### config.mk
export PLATFORM = sky130hd
export DESIGN_NAME = ysyx_25040101_iter_cmp_unit
export DESIGN_NICKNAME = d
export VERILOG_FILES = /design/src/rtl/ysyx_25040101_iter_cmp_unit.sv
export SDC_FILE = /design/constraint.sdc
export NUM_CORES = 1
export LEC_CHECK = 0
export CORE_MARGIN = 10
export CORE_UTILIZATION = 45
export DETAILED_ROUTE_END_ITERATION = 7
export GPL_TIMING_DRIVEN = 0
export PLACE_DENSITY = 0.78
export SLEW_MARGIN = 20
export SYNTH_ARGS = -nofsm -noshare
export SYNTH_HDL_FRONTEND = slang
export SYNTH_SLANG_ARGS = --single-unit
### constraint.sdc
create_clock -name clk_i -period 5.65 [get_ports clk_i]
set_clock_uncertainty 0.1 [all_clocks]
set_input_delay 0.565 -clock clk_i [delete_from_list [all_inputs] [get_ports clk_i]]
set_output_delay 0.565 -clock clk_i [all_outputs]
set_load 0.005 [all_outputs]
### src/rtl/ysyx_25040101_iter_cmp_unit.sv
// ysyx_25040101_iter_cmp_unit
//   Multi-cycle compare / branch-resolve unit. The difference a-b is formed
//   CHUNK bits per cycle, LSB slice first, with the carry rippling between
//   cycles. From the final difference, carry and non-zero flag it derives
//   eq / signed-less / unsigned-less. These produce a branch-taken flag or
//   an SLT/SLTU result.
//
// Ports
//   clk_i        rising-edge clock
//   rst_n_i      asynchronous active-low reset
//   flush_i      synchronous abort of any in-flight operation
//   in_valid_i   operands/op valid        in_ready_o  unit idle and not flushing
//   a_i, b_i     operands (rs1, rs2/imm)  op_i        {is_set, funct3}
//   out_valid_o  result valid (DONE)      out_ready_i consumer accepts result
//   taken_o      branch taken             result_o    rd data
module ysyx_25040101_iter_cmp_unit #(
    parameter int XLEN  = 32,
    parameter int CHUNK = 8
) (
    input  logic            clk_i,
    input  logic            rst_n_i,
    input  logic            flush_i,
    input  logic            in_valid_i,
    output logic            in_ready_o,
    input  logic [XLEN-1:0] a_i,
    input  logic [XLEN-1:0] b_i,
    input  logic [3:0]      op_i,
    output logic            out_valid_o,
    input  logic            out_ready_i,
    output logic            taken_o,
    output logic [XLEN-1:0] result_o
);

    localparam int NCHUNK = XLEN / CHUNK;
    localparam int IDX_W  = (NCHUNK > 1) ? $clog2(NCHUNK) : 1;

    typedef enum logic [1:0] {IDLE, CALC, DONE} state_t;

    state_t          state;
    logic [XLEN-1:0] a_q;
    logic [XLEN-1:0] b_q;
    logic [3:0]      op_q;
    logic [XLEN-1:0] diff;
    logic            carry;
    logic            nz;
    logic [IDX_W-1:0] idx;
    logic            out_valid_q;
    logic            taken_q;
    logic [XLEN-1:0] result_q;

    // Slice adder for the current chunk and the difference it produces.
    int unsigned     base;
    logic [CHUNK:0]  sum;
    logic [XLEN-1:0] diff_nx;
    logic            nz_nx;
    logic            last;

    // Turns the completed subtraction into {taken, result}.
    // A borrow out (carry=0) means a < b unsigned; the signed order is the
    // sign of the difference corrected by two's-complement overflow.
    function automatic logic [XLEN:0] resolve(
        input logic [3:0]      op,
        input logic [XLEN-1:0] a,
        input logic [XLEN-1:0] b,
        input logic [XLEN-1:0] d,
        input logic            c,
        input logic            n
    );
        logic            zero;
        logic            ult;
        logic            ovf;
        logic            slt;
        logic            tk;
        logic [XLEN-1:0] res;
        zero = ~n;
        ult  = ~c;
        ovf  = (a[XLEN-1] ^ b[XLEN-1]) & (a[XLEN-1] ^ d[XLEN-1]);
        slt  = d[XLEN-1] ^ ovf;
        tk   = 1'b0;
        res  = d;
        if (op[3]) begin
            if (op[2:0] == 3'b010)      res = {{(XLEN-1){1'b0}}, slt};
            else if (op[2:0] == 3'b011) res = {{(XLEN-1){1'b0}}, ult};
        end else begin
            case (op[2:0])
                3'b000:  tk = zero;
                3'b001:  tk = ~zero;
                3'b100:  tk = slt;
                3'b101:  tk = ~slt;
                3'b110:  tk = ult;
                3'b111:  tk = ~ult;
                default: tk = 1'b0;
            endcase
        end
        return {tk, res};
    endfunction

    always_comb begin
        base    = 32'(idx) * 32'(CHUNK);
        sum     = {1'b0, a_q[base +: CHUNK]} + {1'b0, ~b_q[base +: CHUNK]}
                + {{CHUNK{1'b0}}, carry};
        diff_nx = diff;
        diff_nx[base +: CHUNK] = sum[CHUNK-1:0];
        nz_nx   = nz | (|sum[CHUNK-1:0]);
        last    = (idx == IDX_W'(NCHUNK - 1));
    end

    always_ff @(posedge clk_i or negedge rst_n_i) begin
        if (!rst_n_i) begin
            state       <= IDLE;
            a_q         <= '0;
            b_q         <= '0;
            op_q        <= '0;
            diff        <= '0;
            carry       <= 1'b0;
            nz          <= 1'b0;
            idx         <= '0;
            out_valid_q <= 1'b0;
            taken_q     <= 1'b0;
            result_q    <= '0;
        end else if (flush_i) begin
            // Abort wins over everything; result_q may keep a stale value.
            state       <= IDLE;
            out_valid_q <= 1'b0;
            taken_q     <= 1'b0;
        end else begin
            case (state)
                IDLE: begin
                    if (in_valid_i) begin
                        a_q   <= a_i;
                        b_q   <= b_i;
                        op_q  <= op_i;
                        diff  <= '0;
                        carry <= 1'b1;   // +1 of the two's-complement negate
                        nz    <= 1'b0;
                        idx   <= '0;
                        state <= CALC;
                    end
                end
                CALC: begin
                    diff  <= diff_nx;
                    carry <= sum[CHUNK];
                    nz    <= nz_nx;
                    if (last) begin
                        idx         <= '0;
                        {taken_q, result_q} <= resolve(op_q, a_q, b_q, diff_nx, sum[CHUNK], nz_nx);
                        out_valid_q <= 1'b1;
                        state       <= DONE;
                    end else begin
                        idx <= idx + 1'b1;
                    end
                end
                DONE: begin
                    // No accept here: the next op can start only after handoff.
                    if (out_ready_i) begin
                        out_valid_q <= 1'b0;
                        state       <= IDLE;
                    end
                end
                default: state <= IDLE;
            endcase
        end
    end

    assign in_ready_o  = (state == IDLE) & ~flush_i;
    assign out_valid_o = out_valid_q;
    assign taken_o     = taken_q;
    assign result_o    = result_q;

endmodule

-- Word-level counts from Yosys, hierarchy flattened
Cells that the tools add are included.
- flip-flop bits (word level): 140
- input port bits: 73
- output and inout bits: 35
- word-level logic and storage cells: 84
- $add $sub $neg: 4
- equal/unequal tests: 14
- shifts and indexed selects: 4
- multiplexer cells: 27
- bitwise operators: 11
- reductions and logical operators: 13
- operator list (kind ; number):
    2-to-1 mux 32 bit ; 4
    one-hot mux 32 bit (2 select lines) ; 1
    indexed part select 32 x 6 -> 8 bit ; 2
    negator 5 -> 34 bit ; 1
    variable shift 8 x 34 -> 32 bit (first input constant) ; 1
    indexed part select 8 x 34 -> 32 bit ; 1
    bitwise mux 32 bit ; 1
    AND reduction 3 bit ; 5
    == test 3 bit (second input constant) ; 4
    2-to-1 mux 2 bit ; 6
    adder 8 x 8 -> 9 bit ; 1
    adder 9 x 1 -> 9 bit ; 1
    2-to-1 mux 1 bit ; 9
    inequality test 3 bit (second input constant) ; 3
    NOT 8 bit ; 1
    OR reduction 8 bit ; 1
    == test 3 x 2 -> 1 bit (second input constant) ; 2
    one-hot mux 1 bit (2 select lines) ; 3
    one-hot mux 1 bit (6 select lines) ; 1
    one-hot mux 2 bit (3 select lines) ; 1
    nonzero test 2 bit ; 3
    == test 2 bit (second input constant) ; 2
    NOT 1 bit ; 4
    one-hot mux 2 bit (2 select lines) ; 1
    11 further kinds ; 14

-- Depth between registers and ports, before layout
- depth after elaboration: 15
- mapped depth: 13
- depth with buffers taken out: 12

-- Worst setup path before layout
No wires, ideal clock.
- path type: reg-to-reg
- start: reg idx[0]
- end: reg taken_q, in the netlist taken_o
- library setup time: 0.127 ns
- arrival time: 3.796 ns
- required time: 5.423 ns
- setup slack: 1.626 ns
- cell stages (with the launch flop): 13
- buffers on the path: 2
- clock period less this slack: 4.024 ns
- path through: dfrtp_1 buf_2 clkbuf_1 mux4_2 fa_1 inv_1 fa_1 xnor2_1 or4b_1 a211o_1 o41ai_1 a22oi_1 nand3b_1
- longest elaborated chain between the ends: 15
- elaborated cells between the ends (all ways): 25
- those cells by class: add/sub: 3; eq/ne: 1; shift: 4; mux: 6; bitwise: 8; reduce/logical: 3
- RTL lines (item ; line ; text):
    start, declared ; 46 ; logic [IDX_W-1:0] idx;
    start signal, assigned ; 150 ; idx <= idx + 1'b1;
    indexed part select 32 x 6 -> 8 bit ; 100 ; sum = {1'b0, a_q[base +: CHUNK]} + {1'b0, ~b_q[base +: CHUNK]}
    NOT 8 bit ; 100 ;
    adder 8 x 8 -> 9 bit ; 100 ;
    adder 9 x 1 -> 9 bit ; 101 ; + {{CHUNK{1'b0}}, carry};
    indexed part select 8 x 34 -> 32 bit ; 103 ; diff_nx[base +: CHUNK] = sum[CHUNK-1:0];
    bitwise mux 32 bit ; 103 ;
    XOR 1 bit ; 77 ; ovf = (a[XLEN-1] ^ b[XLEN-1]) & (a[XLEN-1] ^ d[XLEN-1]);
    bitwise AND 1 bit ; 77 ;
    XOR 1 bit ; 78 ; slt = d[XLEN-1] ^ ovf;
    NOT 1 bit ; 89 ; 3'b101: tk = ~slt;
    one-hot mux 1 bit (6 select lines) ; 85 ; case (op[2:0])
    2-to-1 mux 1 bit ; 81 ; if (op[3]) begin
    2-to-1 mux 1 bit ; 144 ; if (last) begin
    2-to-1 mux 1 bit ; 127 ; case (state)
    2-to-1 mux 1 bit ; 121 ; end else if (flush_i) begin
    end signal, assigned ; 146 ; {taken_q, result_q} <= resolve(op_q, a_q, b_q, diff_nx, sum[CHUNK], nz_nx);
    end, declared ; 48 ; logic taken_q;
Parallel ways exist; a longest one is shown, timed or not. The select of a mux whose other input is x is not followed.
A chain may end at the register's enable or synchronous reset.

-- Worst setup path after layout
Same ends and word-level chain as after synthesis.

==> impl_metrics.ini <==
[yosys]
synth_nets = 759
synthSimpleGateAreaFrac = 0.190
yosys_warnings = 0
synth_fa_ha_area_frac = 0.0310
synth_edf_count = 0
synthMuxAreaShare = 0.0552
async_flop_share = 1.00
yosysSeqAreaShare = 0.536
synth_top_family_by_area = simple AND/OR/NAND/NOR gates
synthDistinctLibCells = 54
synth_compound_gate_area_share = 0.146
netlist_area_sq_um = 6530
synth-seq-cells = 140
syn_inst = 671
avgSynthCellArea_sq_um = 9.73
synth_ff_type = dfrtp_1
synthXorXnorAreaFrac = 0.00805

[timing]
relSlewSlack = 0.181
rsz0062_at_grt = false
setup_viol_count_final = 0
fmax_mhz = 205
tightest_slew_ps = 1220
setup_ws_ps = 784
period_needed_ps = 4870
drv_slew = 0
min_period_over_period = 0.861
hold_viol_final = 0

[die]
fp-row-count = 43
num_io_pins = 108
coreArea_sq_um = 14000
die_area_sq_um = 19700
start_util = 0.465
die_h_um = 140
die_w_um = 140

[route]
drcViolationCount = 0
drt-pass1-iter-count = 5
drt_iter0_markers = 486
via_count = 5415
ant_nets = 0
wl_um = 17700
wl_per_cell_um = 17.8
routed_via_density = 5.46

[global_routing]
use_met3 = 0.0632
first_global_vias = 5591
gr-usage-met1 = 0.229
grt_usage = 0.183
use_met2 = 0.285
grt_max_degree = 97
grt_pass1_wl_um = 29100
gr-total-overflow = 0
antenna_found_initial = 0
grt-busiest-layer = met2

[layout]
fin_nets = 887
stdcell_area_sq_um = 8410
diodes = 0
register_area_sq_um = 3500
drive_gt1_frac = 0.0691
layout_commonest_cell = nand2_1
fill_cells = 1149
most-common-layout-cells = nand2_1, dfrtp_1, clkdlybuf4s50_1
final_cell_count_no_fill = 991
multi_input_area_sq_um = 2820
syn_to_final_growth_pct = 28.8

[pwr]
p_int_w = 0.00252
sequentialPowerShare = 0.298
switchingPower_w = 0.00187
p_leak_nw = 3.83
peakVddDrop_v = 0.000417
power_density_nw_per_um2 = 522
swShare = 0.426
pwr-share-comb = 0.473
clkPwrFrac = 0.229

[status]
outcome = finished, final reports clean

[cts]
cts_buffers = 17
cts_setup_buffers = 0
cts_sinks = 140
clockBufferDepth = 2
cts_tree = done
cts-resized-gates = 0
clock_latency_ps = 420
clk_pin_slew_ps = 60
hold_buffers = 1
cts_root_buf = clkbuf_16
cts_max_level = 4

[setup_path]
cp-end-kind = flop
cp.arrival_ps = 5120
crit_required_ps = 5900
r2r_setup_slack_ps = 780
path_max_fanout = 10
startpoint_type = flop
worstSetupPathType = reg -> reg

[placement]
port_buffers = 107
dp_slack_ps = 789
dpl_cell_area_sq_um = 7870
dp_cells = 959
gp_congestion = 0.886
post-dp-hpwl_um = 12600

[job]
maxCapViolations = 0

[hold_path]
min_path_type = reg -> reg
-- worst paths after layout --
kind	from	endpoint	depth (start not counted)
setup reg to reg	idx[0]$_DFFE_PN0P_	taken_o$_DFFE_PN0P_	12
max in group asynchronous	rst_n_i	diff[0]$_DFFE_PN0P_	3
hold / removal	b_q[17]$_DFFE_PN0P_	b_q[17]$_DFFE_PN0P_	2
min in group asynchronous	rst_n_i	result_o[21]$_DFFE_PN0P_	2
hold reg to reg	b_q[17]$_DFFE_PN0P_	b_q[17]$_DFFE_PN0P_	2
setup / recovery	idx[0]$_DFFE_PN0P_	taken_o$_DFFE_PN0P_	12
-- cell families after synthesis --
logic type / count (synthesis)
xor+xnor: 6
mux: 16
flops: 140
compound gates: 141
fa+ha+maj: 15
simple gates: 295
buf+inv: 58
-- cell type report --
class,instances,area share
Tap cell,180,0.0268
Multi-Input combinational cell,473,0.335
Sequential cell,140,0.416
Inverter,24,0.0107
Clock buffer,24,0.0584
Clock inverter,7,0.00476
Timing Repair Buffer,109,0.132
Buffer,34,0.0153
-- through the flow --
| step | utilization | TNS (ps) | hold slack (ps) | total power (W) |
|---|---|---|---|---|
| final | 0.599 | 0 | 372 | 0.00439 |
| after global routing | 0.599 | 0 | 386 | 0.00466 |
| after CTS | 0.599 | 0 | 373 | 0.00437 |
| after detailed placement | 0.560 | 0 | 359 | 0.00334 |
| after global placement | 0.557 | -213340 | 353 | 0.00330 |
| after floorplan | - | 0 | 169 | 0.00264 |
-- cell usage after synthesis (2+ instances only) --
cell type,number,area share
buf_1,2,0.0011
o21a_1,3,0.0034
mux4_2,16,0.055
xnor2_1,5,0.0067
o22ai_1,3,0.0029
a22oi_1,16,0.018
a22o_1,30,0.040
inv_2,2,0.0011
nand2b_1,3,0.0029
a32o_1,2,0.0031
nor3_1,3,0.0023
o31ai_1,4,0.0046
or3b_2,2,0.0027
nor2b_1,9,0.0086
a21oi_1,20,0.015
nand4_1,3,0.0029
ha_1,13,0.025
nor4_1,4,0.0038
nand3_1,15,0.011
and3_1,2,0.0019
nand2_1,232,0.13
clkbuf_1,31,0.018
dfrtp_1,140,0.54
o21ai_0,48,0.037
and2_1,3,0.0029
nor2_1,11,0.0063
inv_1,21,0.012
fa_1,2,0.0061
-- state kept, by name (all words and copies together), names as in the netlist --
signal and cells:
state 2, carry 1, idx 2, result_o 32
nz 1, diff 32, out_valid_o 1, taken_o 1
op_q 4, b_q 32, a_q 32
-- critical path: stages (launching register included) --
cell      delay [ps]
dfrtp_1          470
buf_2            380
clkbuf_1         680
mux4_2           650
fa_1             460
inv_1             90
fa_1             210
xnor2_1          290
or4b_1           560
a211o_1          270
nor4_1           300
a41oi_1          180
nand3b_1         140
-- power groups by stage --
stage	registers, W	clock network (W)	logic, W
2_1_floorplan	0.00129	0	0.00134
3_3_place_gp	0.00132	0	0.00199
3_5_place_dp	0.00132	0	0.00202
4_1_cts	0.00131	0.00102	0.00204
5_1_grt	0.00133	0.00106	0.00227
6_report	0.00131	0.00101	0.00208
-- layer usage --
metal  vias up  share of wire  wire (um)
li1       2566              -          -
met1      2614           0.43       7560
met2       208           0.47       8230
met3        27          0.084       1490
met4         0          0.022        386
met5         -              0          0
Note: power is estimated with default switching activity, not from simulation.
